[config.mk]
export PLATFORM = sky130hd
export DESIGN_NAME = cache_mem_arbiter
export DESIGN_NICKNAME = d
export VERILOG_FILES = /design/src/rtl/cache_mem_arbiter_pkg.sv /design/src/rtl/cache_mem_arbiter_rr_arbiter2.sv /design/src/rtl/cache_mem_arbiter.sv
export SDC_FILE = /design/constraint.sdc
export NUM_CORES = 1
export LEC_CHECK = 0
export BUFFER_PORTS_ARGS = -buffer_cell sky130_fd_sc_hd__buf_4
export CAP_MARGIN = 10
export CORE_MARGIN = 4
export CORE_UTILIZATION = 40
export DETAILED_ROUTE_END_ITERATION = 6
export SLEW_MARGIN = 20
export SYNTH_ARGS = -nofsm -noshare
export SYNTH_HDL_FRONTEND = slang
export SYNTH_SLANG_ARGS = --single-unit
[constraint.sdc]
create_clock -name clk -period 4.7 [get_ports clk]
set_input_delay 0.94 -clock clk [delete_from_list [all_inputs] [get_ports clk]]
set_output_delay 0.94 -clock clk [all_outputs]
set_load 0.03 [all_outputs]
[src/rtl/cache_mem_arbiter_pkg.sv]
// Shared types for the cache/memory arbiter: FSM state encoding, default
// line geometry and a default-sized cache line type.
package pipeline_types;

  typedef enum logic [2:0] {
    IDLE,
    IC_RD,
    DC_RD,
    DC_WR,
    RESP
  } arb_state_t;

  localparam int DEFAULT_LINE_WORDS = 4;
  localparam int DEFAULT_DATA_WIDTH = 32;

  typedef logic [DEFAULT_LINE_WORDS*DEFAULT_DATA_WIDTH-1:0] cache_line_t;

endpackage

[src/rtl/cache_mem_arbiter_rr_arbiter2.sv]
// Two-requester round-robin picker; requester 0 is the icache, 1 the dcache.
// On a tie the side that did not win last time is granted.
module rr_arbiter2 (
  input  logic       clk,
  input  logic       rst,
  input  logic       en,
  input  logic [1:0] req,
  output logic [1:0] grant
);

  logic last_grant;

  always_comb begin
    grant = 2'b00;
    if (en) begin
      if (req == 2'b11) grant = last_grant ? 2'b01 : 2'b10;
      else              grant = req;
    end
  end

  // Reset leaves the icache as last winner so the dcache takes the first tie.
  always_ff @(posedge clk) begin
    if (rst)                 last_grant <= 1'b0;
    else if (grant != 2'b00) last_grant <= grant[1];
  end

endmodule

[src/rtl/cache_mem_arbiter.sv]
// Shares one word-serial memory port between icache refills and dcache
// refills/write-backs, sequencing each grant as a LINE_WORDS-word burst.
module cache_mem_arbiter
  import pipeline_types::*;
#(
  parameter int ADDR_WIDTH = 32,
  parameter int DATA_WIDTH = 32,
  parameter int LINE_WORDS = DEFAULT_LINE_WORDS
) (
  input  logic                           clk,
  input  logic                           rst,
  input  logic                           ic_rd_req,
  input  logic [ADDR_WIDTH-1:0]          ic_rd_addr,
  output logic                           ic_rd_valid,
  output logic [LINE_WORDS*DATA_WIDTH-1:0] ic_rd_data,
  input  logic                           dc_rd_req,
  input  logic [ADDR_WIDTH-1:0]          dc_rd_addr,
  output logic                           dc_rd_valid,
  output logic [LINE_WORDS*DATA_WIDTH-1:0] dc_rd_data,
  input  logic                           dc_wr_req,
  input  logic [ADDR_WIDTH-1:0]          dc_wr_addr,
  input  logic [LINE_WORDS*DATA_WIDTH-1:0] dc_wr_data,
  output logic                           dc_wr_done,
  input  logic                           branch_flush,
  output logic                           mem_req,
  output logic                           mem_we,
  output logic [ADDR_WIDTH-1:0]          mem_addr,
  output logic [DATA_WIDTH-1:0]          mem_wdata,
  input  logic                           mem_ack,
  input  logic [DATA_WIDTH-1:0]          mem_rdata
);

  localparam int LINE_BITS = LINE_WORDS * DATA_WIDTH;
  localparam int CNT_W     = $clog2(LINE_WORDS);
  localparam int WORD_SH   = $clog2(DATA_WIDTH / 8);
  localparam int OFF_W     = CNT_W + WORD_SH;
  localparam logic [CNT_W-1:0]      CNT_LAST = CNT_W'(LINE_WORDS - 1);
  localparam logic [ADDR_WIDTH-1:0] OFF_MASK = ADDR_WIDTH'((1 << OFF_W) - 1);

  arb_state_t             state, state_nxt, cur_op;
  logic [CNT_W-1:0]       cnt;
  logic [ADDR_WIDTH-1:0]  base;
  logic [ADDR_WIDTH-1:0]  grant_addr;
  logic [LINE_BITS-1:0]   line_buf;
  logic [LINE_BITS-1:0]   line_merged;
  logic                   drop;
  logic [1:0]             req_vec;
  logic [1:0]             grant;
  logic                   busy;
  logic                   last_ack;
  logic                   granting;

  // A flushed icache request is held off for this cycle only.
  assign req_vec  = {dc_wr_req | dc_rd_req, ic_rd_req & ~branch_flush};
  assign busy     = (state == IC_RD) || (state == DC_RD) || (state == DC_WR);
  assign last_ack = busy && mem_ack && (cnt == CNT_LAST);
  assign granting = (state == IDLE) && (grant != 2'b00);

  rr_arbiter2 u_rr (
    .clk   (clk),
    .rst   (rst),
    .en    (state == IDLE),
    .req   (req_vec),
    .grant (grant)
  );

  always_comb begin
    grant_addr = ic_rd_addr;
    if (grant[1]) grant_addr = dc_wr_req ? dc_wr_addr : dc_rd_addr;
  end

  always_comb begin
    line_merged = line_buf;
    line_merged[cnt*DATA_WIDTH +: DATA_WIDTH] = mem_rdata;
  end

  always_ff @(posedge clk) begin
    if (rst) state <= IDLE;
    else     state <= state_nxt;
  end

  always_comb begin
    state_nxt = state;
    case (state)
      IDLE: begin
        if (grant[1])      state_nxt = dc_wr_req ? DC_WR : DC_RD;
        else if (grant[0]) state_nxt = IC_RD;
      end
      IC_RD, DC_RD, DC_WR: if (last_ack) state_nxt = RESP;
      RESP:    state_nxt = IDLE;
      default: state_nxt = IDLE;
    endcase
  end

  // The write victim and the read line share one buffer; only one is live.
  always_ff @(posedge clk) begin
    if (rst) begin
      cur_op     <= IDLE;
      cnt        <= '0;
      base       <= '0;
      line_buf   <= '0;
      drop       <= 1'b0;
      ic_rd_data <= '0;
      dc_rd_data <= '0;
    end else begin
      if (granting) begin
        cur_op <= state_nxt;
        cnt    <= '0;
        drop   <= 1'b0;
        base   <= grant_addr & ~OFF_MASK;
        if (state_nxt == DC_WR) line_buf <= dc_wr_data;
      end else if (busy && mem_ack) begin
        if (!last_ack)        cnt <= cnt + CNT_W'(1);
        if (state != DC_WR)   line_buf <= line_merged;
        if (last_ack && state == DC_RD) dc_rd_data <= line_merged;
        if (last_ack && state == IC_RD && !drop && !branch_flush)
          ic_rd_data <= line_merged;
      end
      if (branch_flush && (state == IC_RD || (state == RESP && cur_op == IC_RD)))
        drop <= 1'b1;
    end
  end

  always_comb begin
    mem_req     = 1'b0;
    mem_we      = 1'b0;
    mem_addr    = '0;
    mem_wdata   = '0;
    ic_rd_valid = 1'b0;
    dc_rd_valid = 1'b0;
    dc_wr_done  = 1'b0;
    case (state)
      IC_RD, DC_RD, DC_WR: begin
        mem_req   = 1'b1;
        mem_we    = (state == DC_WR);
        mem_addr  = base + (ADDR_WIDTH'(cnt) << WORD_SH);
        mem_wdata = line_buf[cnt*DATA_WIDTH +: DATA_WIDTH];
      end
      RESP: begin
        case (cur_op)
          IC_RD:   ic_rd_valid = !drop && !branch_flush;
          DC_RD:   dc_rd_valid = 1'b1;
          DC_WR:   dc_wr_done  = 1'b1;
          default: ;
        endcase
      end
      default: ;
    endcase
  end

endmodule

==> summary.txt, run 1 <==
Status
  – Run status: finished clean

Critical path
  – Reg2Reg Launch Point: cnt[1]
  – Cell Chain, Critical Path: buf_4 -> mux4_2 -> and2_1 -> buf_4
  – Reg2reg setup slack: 1.02 ns
  – R2R depth: 7
  – Top cell by count, worst path: buf_4
  – Setup CP Type: reg2out
  – CP arrival: around 2.7 ns
  – Worst setup EP type: output port
  – Critical Path Fanout Max: 27
  – Crit start category: register
  – Critical path's largest stage delay: 0.61 ns
  – Reg-to-reg endpoint: line_buf[26]
  – Required time of the critical path: 3.76 ns
  – CP endpoint: mem_wdata[2]
  – Critical-path top delay cell: mux4_2
  – Setup crit start: cnt[0]

Clocking
  – Clk sinks: about 420
  – Worst-path clk slew: 0.06 ns
  – CTS Buffer Depth: 3
  – CTS H-Tree Depth: 2
  – Cts bufs inserted: 47
  – Root Driver: clkbuf_16
  – TritonCTS clock tree: done
  – Post-cts sizing count: 0
  – Post-CTS Hold Buffers: 0
  – Worst skew pair latency: ~0.6 ns
  – Post-CTS Setup Bufs: 0

Die
  – Chip Width: 229 um
  – Effective utilization at floorplan: 40.7%
  – Rows: 80
  – Full die area: 52400 um2
  – Core Region: roughly 48000 um2
  – I/O pin total: 588
  – Die height: 229 um

Synthesis
  – Post-synth top flop: dfxtp_1
  – EDFF count, synth: 0
  – Unique cell type count in the Yosys netlist: 41
  – Sequential share of the synthesized area: a little over two fifths
  – Yosys warns: 0
  – Yosys reg bits: 422
  – Cell Area, Synth: 19500 um2
  – Post-Syn Instances: ~2.3k
  – Syn Area/Cell: between 8 and 9 um2
  – Post-synthesis async set-or-reset flop share: 0%

Global route
  – Total grt overflow: 0
  – Gr usage total: 31.7%
  – Vias in the first global route: ~19k
  – Initial antenna violation count: 15
  – Largest net degree at the start of global routing: between 100 and 150
  – First-pass GRT wire length: 127000 um

Route
  – Total number of vias: 19.8k
  – Drt initial violations: 2130
  – Final antenna-violating net count: 0
  – First drt pass iteration count: 5
  – Vias/cell: 5.88
  – Post-DR wirelength/cell: around 26 um
  – Drt drc: 0
  – Routed wire length: approximately 88000 um

Layout
  – Commonest cells after routing, fill and taps aside: 609 x buf_4, 421 x dfxtp_1, 266 x nor2_1
  – Post-Layout Inst Area: 25700 um2
  – Layout area overhead: 31.9%
  – Post-Layout Cell Count: 3364
  – Nets: 2971
  – Layout cells sized above 1: 27.5%
  – Most common cell after layout, fill and taps aside: buf_4

Placement
  – Placed cell area: 24000 um2
  – GP Congestion: around 0.99
  – Hpwl dp: 64300 um
  – # port buffers: roughly 570
  – Placed insts: 3269

Min path
  – Worst Hold Launch: base[4]
  – Worst Hold Class: reg2reg
  – Worst hold path stage count: 2

STA
  – RSZ-0062 raised after global routing: false
  – TNS Setup: 0 ns
  – Max Slew Vio Count: 0
  – Worst-Margin Slew: around 1.1 ns
  – # setup viols final: 0
  – Final min period: about 3.7 ns
  – F_max: 272 MHz
  – Final hold viol count: 0
  – Worst clock skew: 0.0235 ns
  – Period utilization: 78.2%
  – Slew headroom: 26.7%
  – Worst Hold Slack: 0.447 ns

Power and ir drop
  – Power, Total: between 0.01 and 0.015 W
  – VDD IR max: 0.254 mV
  – Cell Pwr Density: 398 nW/um2
  – Leak pwr: 9.97 nW

Run
  – Max Cap Viol: 0
[registers in the layout, summed over array words and instances (netlist names)]
| register | count |
|---|---|
| line_buf | 128 |
| state | 3 |
| u_rr.last_grant | 1 |
| drop | 1 |
| ic_rd_data | 128 |
| dc_rd_data | 128 |
| cnt | 2 |
| cur_op | 3 |
| base | 28 |
[worst min path at each step]
| stage | to | slack, ns |
|---|---|---|
| 6_report | base[4] | 0.45 |
| 5_1_grt | base[8] | 0.47 |
| 4_1_cts | base[10] | 0.45 |
| 3_5_place_dp | base[10] | 0.44 |
| 3_3_place_gp | base[8] | 0.44 |
| 2_1_floorplan | base[10] | 0.43 |
[cell usage after synthesis (2+ instances only)]
cell type	n	area, um2
a211oi_1	258	1940
a21oi_1	162	811
a31oi_1	128	801
and2_1	61	382
buf_1	7	26.3
buf_2	41	205
buf_4	14	105
clkbuf_1	204	766
dfxtp_1	422	8450
ha_1	5	62.6
inv_1	5	18.8
mux2i_1	29	290
mux4_2	32	721
nand2_1	188	706
nand2b_1	3	18.8
nor2_1	267	1000
nor2b_1	163	1020
nor3_1	6	30.0
nor3b_1	3	22.5
o2111ai_1	128	1120
o211ai_1	28	210
o21ai_0	127	636
o21ai_1	2	10.0
[final cells by class]
cell class | instances | area [um2]
Timing Repair Buffer | 619 | 4770
Multi-Input combinational cell | 1608 | 10000
Fill cell | 4504 | 22200
Antenna cell | 7 | 17.5
Tap cell | 615 | 769
Inverter | 5 | 18.8
Clock inverter | 20 | 251
Clock buffer | 68 | 1420
Sequential cell | 422 | 8450
[critical path: cells and delay by family, from the launching register on]
kind                   cells  cell delay [ns]
muxes                      1             0.61
and+or+nand+nor            1             0.21
DFF                        1             0.60
buffers and inverters      2             0.71
[metrics by stage]
| step | utilization (%) | setup WS, ns |
|---|---|---|
| after floorplan | - | 1.78 |
| after global placement | 50.1 | 1.17 |
| after detailed placement | 50.1 | 1.10 |
| after CTS | 53.6 | 0.954 |
| after global routing | 53.7 | 0.864 |
| final | 53.7 | 1.02 |
[metal layers]
layer	vias to the layer above	track usage [%]	wire (um)
met5	-	0	98
met4	14	13.6	3930
met3	168	10.4	8890
met2	861	49.5	39400
met1	9486	40.4	35300
li1	9240	-	-
[cells by family after synthesis]
kind of cell / share of synthesized area [%]
xor gates and xnor gates: 0.0449
and+or+nand+nor: 16.7
adders and majority gates: 0.321
AOI/OAI and AO/OA: 28.6
buffers and inverters: 5.77
other: 0.0192
DFF: 43.3
muxes: 5.18
[power by group]
part | switching (W) | internal, W | leakage (nW) | total [W]
logic | 0.00142 | 0.000806 | 5.73 | 0.00222
clock network | 0.00158 | 0.00237 | 0.821 | 0.00395
registers | 0.000284 | 0.00379 | 3.42 | 0.00408
No activity file was read; power rests on OpenSTA's default activity.
==> inputs of run 2 (changes only) <==
Clock period 4.7 ns to 3.84 ns, I/O delays scaled along.
==> run 2 against run 1 <==
Power rose by 19%. Highest routed layer unchanged. Register-to-register slack got worse by 0.11 ns. Worst setup slack got worse by 0.50 ns. Via count barely moved. Final cell count rose by 0.30%. Largest cell class unchanged. Critical path type unchanged.
==> summary.txt, run 2 (synthesis gave the netlist of run 1 again) <==
Power and ir drop
  – VDD IR max: 0.296 mV (was 0.254 mV)
  – Leak pwr: 9.97 nW (about the same)
  – Power, Total: 0.0122 W (was 0.0102 W)
  – Cell Pwr Density: 476 nW/um2 (was 398 nW/um2)

Run
  – Max Cap Viol: 0 (unchanged)

Clocking
  – Post-CTS Hold Buffers: 0 (unchanged)
  – Root Driver: clkbuf_16 (unchanged)
  – Worst skew pair latency: 0.61 ns (was 0.60 ns)
  – TritonCTS clock tree: done (unchanged)
  – Worst-path clk slew: 0.06 ns (about the same)
  – Clk sinks: 422 (unchanged)
  – Post-CTS Setup Bufs: 0 (unchanged)
  – Cts bufs inserted: 46 (was 47)
  – CTS Buffer Depth: 3 (unchanged)
  – Post-cts sizing count: 0 (unchanged)
  – CTS H-Tree Depth: 2 (unchanged)

Global route
  – Gr usage total: 31.6% (was 31.7%)
  – Initial antenna violation count: 13 (was 15)
  – First-pass GRT wire length: 126000 um (was 127000 um)
  – Vias in the first global route: 18.5k (was 18.6k)
  – Largest net degree at the start of global routing: 143 (was 149)
  – Total grt overflow: 0 (unchanged)

Critical path
  – Reg-to-reg endpoint: line_buf[49] (was line_buf[26])
  – Critical-path top delay cell: nor2_4 (was mux4_2)
  – Required time of the critical path: 3.07 ns (was 3.76 ns)
  – Setup CP Type: reg2out (unchanged)
  – Critical Path Fanout Max: 29 (was 27)
  – CP arrival: 2.55 ns (was 2.74 ns)
  – Top cell by count, worst path: buf_4 (unchanged)
  – Cell Chain, Critical Path: nor2_1 -> nor2_4 -> buf_4 -> and2_1 -> buf_4 (was buf_4 -> mux4_2 -> and2_1 -> buf_4)
  – Reg2reg setup slack: 0.91 ns (was 1.02 ns)
  – Worst setup EP type: output port (unchanged)
  – Reg2Reg Launch Point: cnt[1] (unchanged)
  – Crit start category: register (unchanged)
  – Critical path's largest stage delay: 0.55 ns (was 0.61 ns)
  – R2R depth: 8 (was 7)

Route
  – Final antenna-violating net count: 0 (unchanged)
  – Routed wire length: 87900 um (was 87600 um)
  – Post-DR wirelength/cell: 26.1 um (about the same)
  – Total number of vias: 19.8k (about the same)
  – First drt pass iteration count: 6 (was 5)
  – Drt initial violations: 1964 (was 2130)
  – Vias/cell: 5.86 (was 5.88)
  – Drt drc: 0 (unchanged)

STA
  – Period utilization: 86.3%
  – Final hold viol count: 0 (unchanged)
  – TNS Setup: 0 ns (unchanged)
  – F_max: a little over 300 MHz
  – Worst clock skew: 0.0462 ns (was 0.0235 ns)
  – RSZ-0062 raised after global routing: false (unchanged)
  – # setup viols final: 0 (unchanged)
  – Slew headroom: 39.6% (was 26.7%)
  – Worst-Margin Slew: 0.906 ns (was 1.10 ns)
  – Setup ws final: 0.526 ns (was 1.02 ns)
  – Final min period: ~3.3 ns
  – Max Slew Vio Count: 0 (unchanged)

Layout
  – Nets: 2981 (was 2971)
  – Biggest regs: dc_rd_data: 128 flops, ic_rd_data: 128 flops, line_buf: 128 flops (unchanged)
  – Layout cells sized above 1: 27.5% (about the same)
  – Post-Layout Cell Count: 3374 (was 3364)
  – Fillers: 4434 (was 4504)
  – Util after Layout: 53.6% (was 53.7%)
  – Most common cell after layout, fill and taps aside: buf_4 (unchanged)
  – Layout area overhead: 31.9% (about the same)
  – Commonest cells after routing, fill and taps aside: 616 x buf_4, 421 x dfxtp_1, 266 x nor2_1 (was 609 x buf_4, 421 x dfxtp_1, 266 x nor2_1)

Die
  – Die height: 229 um (unchanged)
  – Core Region: 47900 um2 (unchanged)
  – Chip Width: 229 um (unchanged)
  – Effective utilization at floorplan: 40.7% (unchanged)
  – Rows: 80 (unchanged)
  – Full die area: 52400 um2 (unchanged)
  – I/O pin total: 588 (unchanged)

Status
  – Run status: finished clean (unchanged)

Min path
  – Worst hold path endpoint: base[14] (was base[4])
  – Worst Hold Launch: base[14] (was base[4])
  – Worst Hold Class: reg2reg (unchanged)
  – Worst hold path stage count: 2 (unchanged)

Placement
  – # port buffers: 573 (unchanged)
  – Setup WS pre-CTS: 0.963 ns (was 1.10 ns)
  – Hpwl dp: 64400 um (was 64300 um)
  – GP Congestion: 0.969 (was 0.987)
  – Placed insts: 3280 (was 3269)
run 2: changes by cell type in the layout (fill, tap and decap cells not counted), moves of 3 or more:
cell       change
clkinv_2       -3
diode_2        +4
buf_4          +7
bufinv_16      -3
buf_12         +4
clkbuf_1       +5
run 2: final cells by class:
class / instances / area (um2) / share of cell area [%]
multi-input combinational: 1608 / 10000 / 39.0
sequential: 422 / 8450 / 32.9
timing repair buffer: 630 / 4900 / 19.1
clock buffer: 70 / 1380 / 5.38
tap: 615 / 769 / 2.99
clock inverter: 13 / 148 / 0.574
antenna: 11 / 27.5 / 0.107
inverter: 5 / 18.8 / 0.0730
run 2: power breakdown:
group | leakage (nW) | internal [W] | switching (W)
clock network | 0.752 | 0.00262 | 0.00189
registers | 3.42 | 0.00464 | 0.000349
logic | 5.80 | 0.00100 | 0.00174
run 2: stage by stage:
| step | hold slack [ns] | instance area (um2) |
|---|---|---|
| after floorplan | 0.432 | 19500 |
| after global placement | 0.439 | 24200 |
| after global routing | 0.467 | 25700 |
| after CTS | 0.449 | 25700 |
| after detailed placement | 0.442 | 24200 |
| final | 0.447 | 25700 |
run 2: critical path, delay by kind of cell, from the launching register on:
family	cells	cell delay [ns]
and+or+nand+nor	3	0.91
buffers and inverters	2	0.56
DFF	1	0.48
run 2: worst max path at each step:
stage	start	endpoint	slack [ns]
2_1_floorplan	cnt[1]	line_buf[10]	1.24
3_3_place_gp	branch_flush	line_buf[41]	1.02
6_report	state[1]	mem_addr[9]	0.53
5_1_grt	state[1]	mem_addr[12]	0.40
3_5_place_dp	cnt[1]	line_buf[81]	0.96
4_1_cts	state[1]	mem_addr[6]	0.55
run 2: layer usage:
layer / routed length (um) / vias to the layer above / GRT usage, %
met4: 3750 / 10 / 13.7
met2: 40200 / 883 / 49.7
met5: 69 / - / 0
li1: - / 9275 / -
met1: 35300 / 9438 / 40.1
met3: 8580 / 173 / 9.88
